### config.mk
export PLATFORM = sky130hd
export DESIGN_NAME = aes_round_pipe_stage
export DESIGN_NICKNAME = d
export VERILOG_FILES = /design/src/rtl/aes_round_pipe_stage.sv
export SDC_FILE = /design/constraint.sdc
export NUM_CORES = 1
export LEC_CHECK = 0
export ABC_CLOCK_PERIOD_IN_PS = 3500
export CAP_MARGIN = 20
export CORE_MARGIN = 8
export CORE_UTILIZATION = 35
export DETAILED_ROUTE_END_ITERATION = 10
export GPL_ROUTABILITY_DRIVEN = 0
export SLEW_MARGIN = 20
export SYNTH_ARGS = -nofsm -noshare
export SYNTH_HDL_FRONTEND = slang
export SYNTH_SLANG_ARGS = --single-unit
### constraint.sdc
create_clock -name clk -period 3.5 [get_ports clk]
set_clock_uncertainty 0.2 [all_clocks]
set_input_delay 0.7 -clock clk [delete_from_list [all_inputs] [get_ports clk]]
set_output_delay 0.7 -clock clk [all_outputs]
set_load 0.02 [all_outputs]
### src/rtl/aes_round_pipe_stage.sv
// aes_round_pipe_stage
// Inter-round pipeline stage for the AES-128 datapath. Carries round state,
// round key and a round-index tag between round units through a two-entry
// skid buffer. in_ready is registered, so there is no combinational path
// from out_ready back to the upstream unit.
//
// state  | meaning
// -------+-------------------------------------------------------------
// EMPTY  | no entry stored; main and skid invalid
// BUSY   | one entry in main, presented on out_*
// FULL   | main presented on out_*, skid holds the next word; in_ready=0
//
// The state encoding is the valid bits themselves: bit0 = main_valid,
// bit1 = skid_valid.

module aes_round_pipe_stage #(
    parameter int DATA_W    = 128,
    parameter int KEY_W     = 128,
    parameter int RND_W     = 4,
    parameter bit ROUND_INC = 1'b1
) (
    input  logic              clk,
    input  logic              rst_n,
    input  logic              flush,
    input  logic              in_valid,
    output logic              in_ready,
    input  logic [DATA_W-1:0] in_state,
    input  logic [KEY_W-1:0]  in_key,
    input  logic [RND_W-1:0]  in_round,
    output logic              out_valid,
    input  logic              out_ready,
    output logic [DATA_W-1:0] out_state,
    output logic [KEY_W-1:0]  out_key,
    output logic [RND_W-1:0]  out_round,
    output logic [1:0]        occupancy
);

    typedef enum logic [1:0] {
        ST_EMPTY = 2'b00,
        ST_BUSY  = 2'b01,
        ST_FULL  = 2'b11
    } state_t;

    state_t state_q;
    state_t state_d;

    logic main_valid;
    logic skid_valid;
    logic in_xfer;
    logic out_xfer;

    logic load_main_in;
    logic load_main_skid;
    logic load_skid_in;

    logic [DATA_W-1:0] main_state_q;
    logic [KEY_W-1:0]  main_key_q;
    logic [RND_W-1:0]  main_round_q;
    logic [DATA_W-1:0] skid_state_q;
    logic [KEY_W-1:0]  skid_key_q;
    logic [RND_W-1:0]  skid_round_q;

    logic [RND_W-1:0]  cap_round;

    assign main_valid = state_q[0];
    assign skid_valid = state_q[1];

    assign in_ready  = ~skid_valid;
    assign out_valid = main_valid;

    assign in_xfer  = in_valid & in_ready;
    assign out_xfer = main_valid & out_ready;

    // The tag is adjusted once, at capture; a skid-to-main move copies it as is.
    generate
        if (ROUND_INC) begin : g_round_inc
            assign cap_round = in_round + RND_W'(1);
        end else begin : g_round_pass
            assign cap_round = in_round;
        end
    endgenerate

    // State register; reset drops both valid bits immediately.
    always_ff @(posedge clk or negedge rst_n) begin
        if (!rst_n) begin
            state_q <= ST_EMPTY;
        end else begin
            state_q <= state_d;
        end
    end

    // Next-state and register-load decisions; flush overrides any transfer.
    always_comb begin
        state_d        = state_q;
        load_main_in   = 1'b0;
        load_main_skid = 1'b0;
        load_skid_in   = 1'b0;
        if (flush) begin
            state_d = ST_EMPTY;
        end else begin
            case (state_q)
                ST_EMPTY: begin
                    if (in_xfer) begin
                        state_d      = ST_BUSY;
                        load_main_in = 1'b1;
                    end
                end
                ST_BUSY: begin
                    if (in_xfer && out_xfer) begin
                        load_main_in = 1'b1;
                    end else if (in_xfer) begin
                        state_d      = ST_FULL;
                        load_skid_in = 1'b1;
                    end else if (out_xfer) begin
                        state_d = ST_EMPTY;
                    end
                end
                ST_FULL: begin
                    if (out_xfer) begin
                        state_d        = ST_BUSY;
                        load_main_skid = 1'b1;
                    end
                end
                default: begin
                    state_d = ST_EMPTY;
                end
            endcase
        end
    end

    // Main data register: loads from the input or from skid; holds otherwise.
    always_ff @(posedge clk or negedge rst_n) begin
        if (!rst_n) begin
            main_state_q <= '0;
            main_key_q   <= '0;
            main_round_q <= '0;
        end else if (load_main_in) begin
            main_state_q <= in_state;
            main_key_q   <= in_key;
            main_round_q <= cap_round;
        end else if (load_main_skid) begin
            main_state_q <= skid_state_q;
            main_key_q   <= skid_key_q;
            main_round_q <= skid_round_q;
        end
    end

    // Skid data register: catches the one word accepted while main is stalled.
    always_ff @(posedge clk or negedge rst_n) begin
        if (!rst_n) begin
            skid_state_q <= '0;
            skid_key_q   <= '0;
            skid_round_q <= '0;
        end else if (load_skid_in) begin
            skid_state_q <= in_state;
            skid_key_q   <= in_key;
            skid_round_q <= cap_round;
        end
    end

    assign out_state = main_state_q;
    assign out_key   = main_key_q;
    assign out_round = main_round_q;
    assign occupancy = {1'b0, main_valid} + {1'b0, skid_valid};

endmodule

==> results of run 1 <==
==> power groups by stage <==
stage | Combinational, mW | Sequential (mW) | Clock (mW)
after floorplan | 3.55 | 12.2 | 0
after global placement | 9.76 | 10.8 | 0
after detailed placement | 9.97 | 10.9 | 0
after CTS | 10.0 | 10.9 | 6.35
after global routing | 10.6 | 11.2 | 6.60
final | 9.85 | 10.8 | 6.20
==> per-layer routing <==
metal / vias up / global-route usage (%) / part of all wire (%)
met3: 119 / 5.882 / 7.2
li1: 7744 / - / -
met2: 499 / 31.07 / 48
met1: 8437 / 23.45 / 42
met5: - / 0 / 0.13
met4: 14 / 5.501 / 2.8
==> flip-flops by register name (all words and copies together), names as in the netlist <==
name / flops
out_key: 128
out_round: 4
out_state: 128
skid_key_q: 128
skid_round_q: 4
skid_state_q: 128
state_q: 2
==> logic make-up after synthesis <==
| logic type | share of synthesized area (%) |
|---|---|
| AOI/OAI and AO/OA | 7.742 |
| buffers and inverters | 3.311 |
| DFF | 60.86 |
| xor gates and xnor gates | 0.08163 |
| muxes | 13.87 |
| and+or+nand+nor | 13.85 |
| adders and majority gates | 0.2915 |
==> worst register-to-register path, stage by stage (launching register included) <==
cell      delay (ns)
dfrtp_1         0.50
ha_1            0.28
nor4bb_1        0.15
buf_4           0.18
a32oi_4         0.26
buf_12          0.20
buf_12          0.40
nor2_1          0.23
a31oi_1         0.20
==> layout make-up <==
type                            count  area, um2
Antenna cell                        5      12.51
Clock buffer                       79       1599
Clock inverter                     27      332.8
Fill cell                        5454      30620
Inverter                            2      7.507
Multi-Input combinational cell   1322       7735
Sequential cell                   522      13060
Tap cell                          782      978.4
Timing Repair Buffer              587       6123
==> synth_stat cells (2+ instances only) <==
library cell	count
clkbuf_1	46
xor2_1	2
nor2b_1	4
nand3_1	2
o21ai_0	2
mux2i_1	6
inv_1	2
a31oi_1	258
nor2_1	258
mux2_1	107
ha_1	5
buf_4	19
buf_2	76
nand2_1	520
dfrtp_1	522
buf_1	2
mux2_2	152
==> stage by stage <==
step | utilization (%) | worst slack (ns) | power [mW] | instances
final | 49.36 | 0.4068 | 26.89 | 3326
after global routing | 49.36 | 0.3017 | 28.44 | 3325
after CTS | 49.34 | 0.3571 | 27.21 | 3321
after detailed placement | 46.13 | 0.4523 | 20.87 | 3214
after global placement | 46.13 | 0.5057 | 20.55 | 3214
after floorplan | - | 1.209 | 15.75 | 1989
==> path summary, 6_finish.rpt <==
path | slack, ns | endpoint | start | cells after the start
min in group asynchronous | 0.51 | out_state[54] | rst_n | 2
worst max-delay path | 0.41 | occupancy[0] | state_q[0] | 3
worst min-delay path | 0.28 | skid_round_q[3] | skid_round_q[3] | 2
max in group asynchronous | 1.62 | skid_state_q[123] | rst_n | 3
worst min register to register | 0.28 | skid_round_q[3] | skid_round_q[3] | 2
worst max register to register | 0.81 | out_state[14] | state_q[0] | 8
==> impl_metrics.tcl, run 1 <==
set metrics [dict create \
    status "finished clean" \
    antenna_found_initial 15 \
    mostFrequentLayoutCell "clkdlybuf4s50_1" \
    drtIter0Drc 996 \
    final_cell_mix "527 x clkdlybuf4s50_1, 522 x dfrtp_1, 520 x nand2_1" \
    numClockSinks 522 \
    timing.hold.ws_ns 0.2786 \
    critPathKind "flip-flop to primary output" \
    cp_num_buf_inv 2 \
    synthCells 1989 \
    area_growth_pct 39.08 \
    drv_slew 0 \
    crit_path_start_kind "flip-flop" \
    crit_slowest_cell "clkdlybuf4s50_1" \
    h-tree-depth 2 \
    port-buffer-count 528 \
    hp-class "flip-flop to flip-flop" \
    yosys.cell_types.count 23 \
    start_util_pct 35.49 \
    coreArea_um2 60470 \
    cp-end-kind "primary output" \
    synth.area.top_cells "dfrtp_1 61%, nand2_1 9.1%, mux2_2 8.0%" \
    critPathRequiredTime_ns 2.60 \
    crit_fanout 7 \
    clkPwrFrac_pct 23.1 \
    powerDensity_nw_per_um2 900.7 \
    grt_usage_pct 18.77 \
    grt_max_degree 133 \
    ctsHoldBuffers 1 \
    final-hold-violation-count 0 \
    ios 529 \
    ys.flop_type "dfrtp_1" \
    grt_pass1_wl_um 105000 \
    setup_viol 0 \
    synth_edf_count 0 \
    die-area_um2 69500 \
    postLayoutCellArea_um2 29850 \
    place_area_um2 27900 \
    drc 0 \
    fmax_mhz 323.3 \
    wire_per_inst_um 20.00 \
    nets 2761 \
    critPathMaxStageDelay_ns 0.61 \
    layout_min_cycle_time_ns 3.093 \
    fin_crit_sh_pct 88.38 \
    dr.pass1.iters 7 \
    clockBufferDepth 3 \
    ys_ff_latch 522 \
    intPower_mw 17.69 \
    rsz0062_at_grt "no" \
    post_cts_buffers 0 \
    clock_latency_ns 0.60 \
    final_antenna_net_count 0 \
    drive_gt1_share_pct 12.13 \
    setup_tns_ns 0 \
    maxCapViolations 0 \
    yosysTopAreaCellShare_pct 60.86 \
    crit_arrival_ns 2.19 \
    tritoncts "yes" \
    die_w_um 263.6 \
    sw_frac_of_total_pct 34.19 \
    p_switching_mw 9.193 \
    yosys_warnings 0 \
    synth_area_um2 21460 \
    power_frac_seq_pct 40.3 \
    grt_pass1_vias 17538 \
    drt-vias-per-instance 5.055 \
    max_slew_margin_pct 46.14 \
    fp-row-count 90 \
    synth_async_sr_flop_share_pct 100.0 \
    synth_top_cell_by_area "dfrtp_1" \
    gr-total-overflow 0 \
    clockRootBuffer "clkbuf_16" \
    crit_path_cell_trace "inv_1 > ha_1 > clkdlybuf4s50_1" \
    routed_wl_um 66510 \
    die_height_um 263.6 \
    tightest_slew_ns 0.8080 \
    dp_hpwl_um 46420 \
    num_vias 16813 \
    p_leak_nw 13.03 \
    syn_nets 2259 \
    cts_resized 0 \
    cpLargestDelayFamily "buffers and inverters" \
    ys_seq_area_share_pct 60.86 \
    numCtsBuffers 56 \
    comb_power_share_pct 36.6 \
    path_clk_slew_ns 0.06 \
    syn_avg_cell_area_um2 10.79 \
    vdd_drop_max_mv 0.4175 \
]
Note: power is estimated with default switching activity, not from simulation.
==> run 2: changes to the inputs <==
--- a/config.mk
+++ b/config.mk
@@ -11,6 +11,7 @@
 export CORE_UTILIZATION = 35
 export DETAILED_ROUTE_END_ITERATION = 10
 export GPL_ROUTABILITY_DRIVEN = 0
+export MAX_ROUTING_LAYER = met4
 export SLEW_MARGIN = 20
 export SYNTH_ARGS = -nofsm -noshare
 export SYNTH_HDL_FRONTEND = slang
==> run 2 against run 1 <==
Effect of this change:
- clock power barely moved
- first-iteration DRC count fell by 3.5%
- non-clock buffer count did not move
- utilization barely moved
- cell area barely moved
- hold slack barely moved
- global-route usage rose by 0.55 points
- final cell count rose by 0.27%
- largest power group unchanged
==> impl_metrics.tcl, run 2 (synthesis gave the netlist of run 1 again) <==
set metrics [dict create \
    status "finished clean" \
    cts_resized 0 \
    start_util_pct 35.49 \
    cp-end-kind "primary output" \
    ff2ff_setup_slack_ns 0.83 \
    die_w_um 263.6 \
    tightest_slew_ns 0.8018 \
    power_mw 26.89 \
    dr.pass1.iters 5 \
    final_cell_mix "527 x clkdlybuf4s50_1, 522 x dfrtp_1, 520 x nand2_1" \
    setup_viol 0 \
    hp-class "flip-flop to flip-flop" \
    maxCapViolations 0 \
    instances_no_fill 3335 \
    postLayoutCellArea_um2 29870 \
    preCtsSetupSlack_ns 0.4523 \
    port-buffer-count 528 \
    coreArea_um2 60470 \
    critPathMaxStageDelay_ns 0.61 \
    max_slew_margin_pct 46.54 \
    drt-vias-per-instance 5.047 \
    grt_pass1_vias 17566 \
    drive_gt1_share_pct 12.13 \
    grt_max_degree 133 \
    fin_util_pct 49.40 \
    fin_ws_ns 0.4114 \
    num_vias 16831 \
    drc 0 \
    gr-total-overflow 0 \
    nFillCells 5453 \
    wire_per_inst_um 19.93 \
    grt_pass1_wl_um 104900 \
    timing.hold.ws_ns 0.2786 \
    place_area_um2 27900 \
    grt_use_met1_pct 23.54 \
    fp-row-count 90 \
    clockBufferDepth 3 \
    ios 529 \
    powerDensity_nw_per_um2 900.0 \
    clockRootBuffer "clkbuf_16" \
    regArea_um2 13060 \
    grt_use_met2_pct 31.18 \
    crit_path_cell_trace "inv_1 > ha_1 > clkdlybuf4s50_1" \
    busiest_layer "met2" \
    grt_usage_pct 19.33 \
    h-tree-depth 2 \
    placedCellCount 3214 \
    post_cts_buffers 0 \
    cpLargestDelayFamily "buffers and inverters" \
    fin_crit_sh_pct 88.24 \
    dp_hpwl_um 46420 \
    multi_input_area_um2 7735 \
    ctsHoldBuffers 1 \
    final_antenna_net_count 0 \
    fmax_mhz 323.8 \
    area_growth_pct 39.19 \
    drtIter0Drc 961 \
    layout_min_cycle_time_ns 3.089 \
    crit_path_start_kind "flip-flop" \
    crit_fanout 7 \
    numCtsBuffers 56 \
    gr-usage-met3_pct 5.640 \
    critPathRequiredTime_ns 2.60 \
    final-hold-violation-count 0 \
    crit_arrival_ns 2.19 \
    crit_slowest_cell "clkdlybuf4s50_1" \
    drv_slew 0 \
    cp_num_buf_inv 2 \
    die-area_um2 69500 \
    clock_latency_ns 0.60 \
    critPathKind "flip-flop to primary output" \
    vdd_drop_max_mv 0.4161 \
    setup_tns_ns 0 \
    die_height_um 263.6 \
    mostFrequentLayoutCell "clkdlybuf4s50_1" \
    antenna_found_initial 15 \
    rsz0062_at_grt "no" \
    tritoncts "yes" \
    p_leak_nw 13.03 \
    numClockSinks 522 \
    nets 2761 \
    routed_wl_um 66480 \
    path_clk_slew_ns 0.06 \
]
## run 2: worst register-to-register path, cell delays in order, from the launching register on
cell and delay [ns]:
dfrtp_1 0.50, ha_1 0.28, nor4bb_1 0.15, buf_4 0.18
a32oi_4 0.26, buf_12 0.20, buf_12 0.42, nor2_1 0.20
a31oi_1 0.19
## run 2: where the power goes
| part | switching, mW | internal (mW) | leakage [nW] |
|---|---|---|---|
| Sequential | 1.80 | 9.04 | 6.01 |
| Clock | 2.49 | 3.71 | 0.950 |
| Combinational | 4.90 | 4.95 | 6.07 |
## run 2: final timing paths
kind                            startpoint           endpoint  depth (start not counted)
max reg2reg                     state_q[0]      out_state[14]                          8
min in group asynchronous            rst_n      out_state[54]                          2
max                             state_q[0]       occupancy[0]                          3
max in group asynchronous            rst_n  skid_state_q[123]                          3
min reg2reg                skid_round_q[3]    skid_round_q[3]                          2
min                        skid_round_q[3]    skid_round_q[3]                          2
## run 2: metal layers
layer	wire [um]	vias to the layer above
met1	27710	8476
met5	0	-
met2	32280	492
met4	1751	0
met3	4740	102
li1	-	7761
## run 2: area by class of cell
type / count / area share [%]
well taps: 782 / 3.275
clock inverters: 27 / 1.114
repair buffers: 587 / 20.50
diodes: 14 / 0.1173
clock buffers: 79 / 5.353
multi-input cells: 1322 / 25.89
flip-flops and latches: 522 / 43.73
inverters: 2 / 0.02513
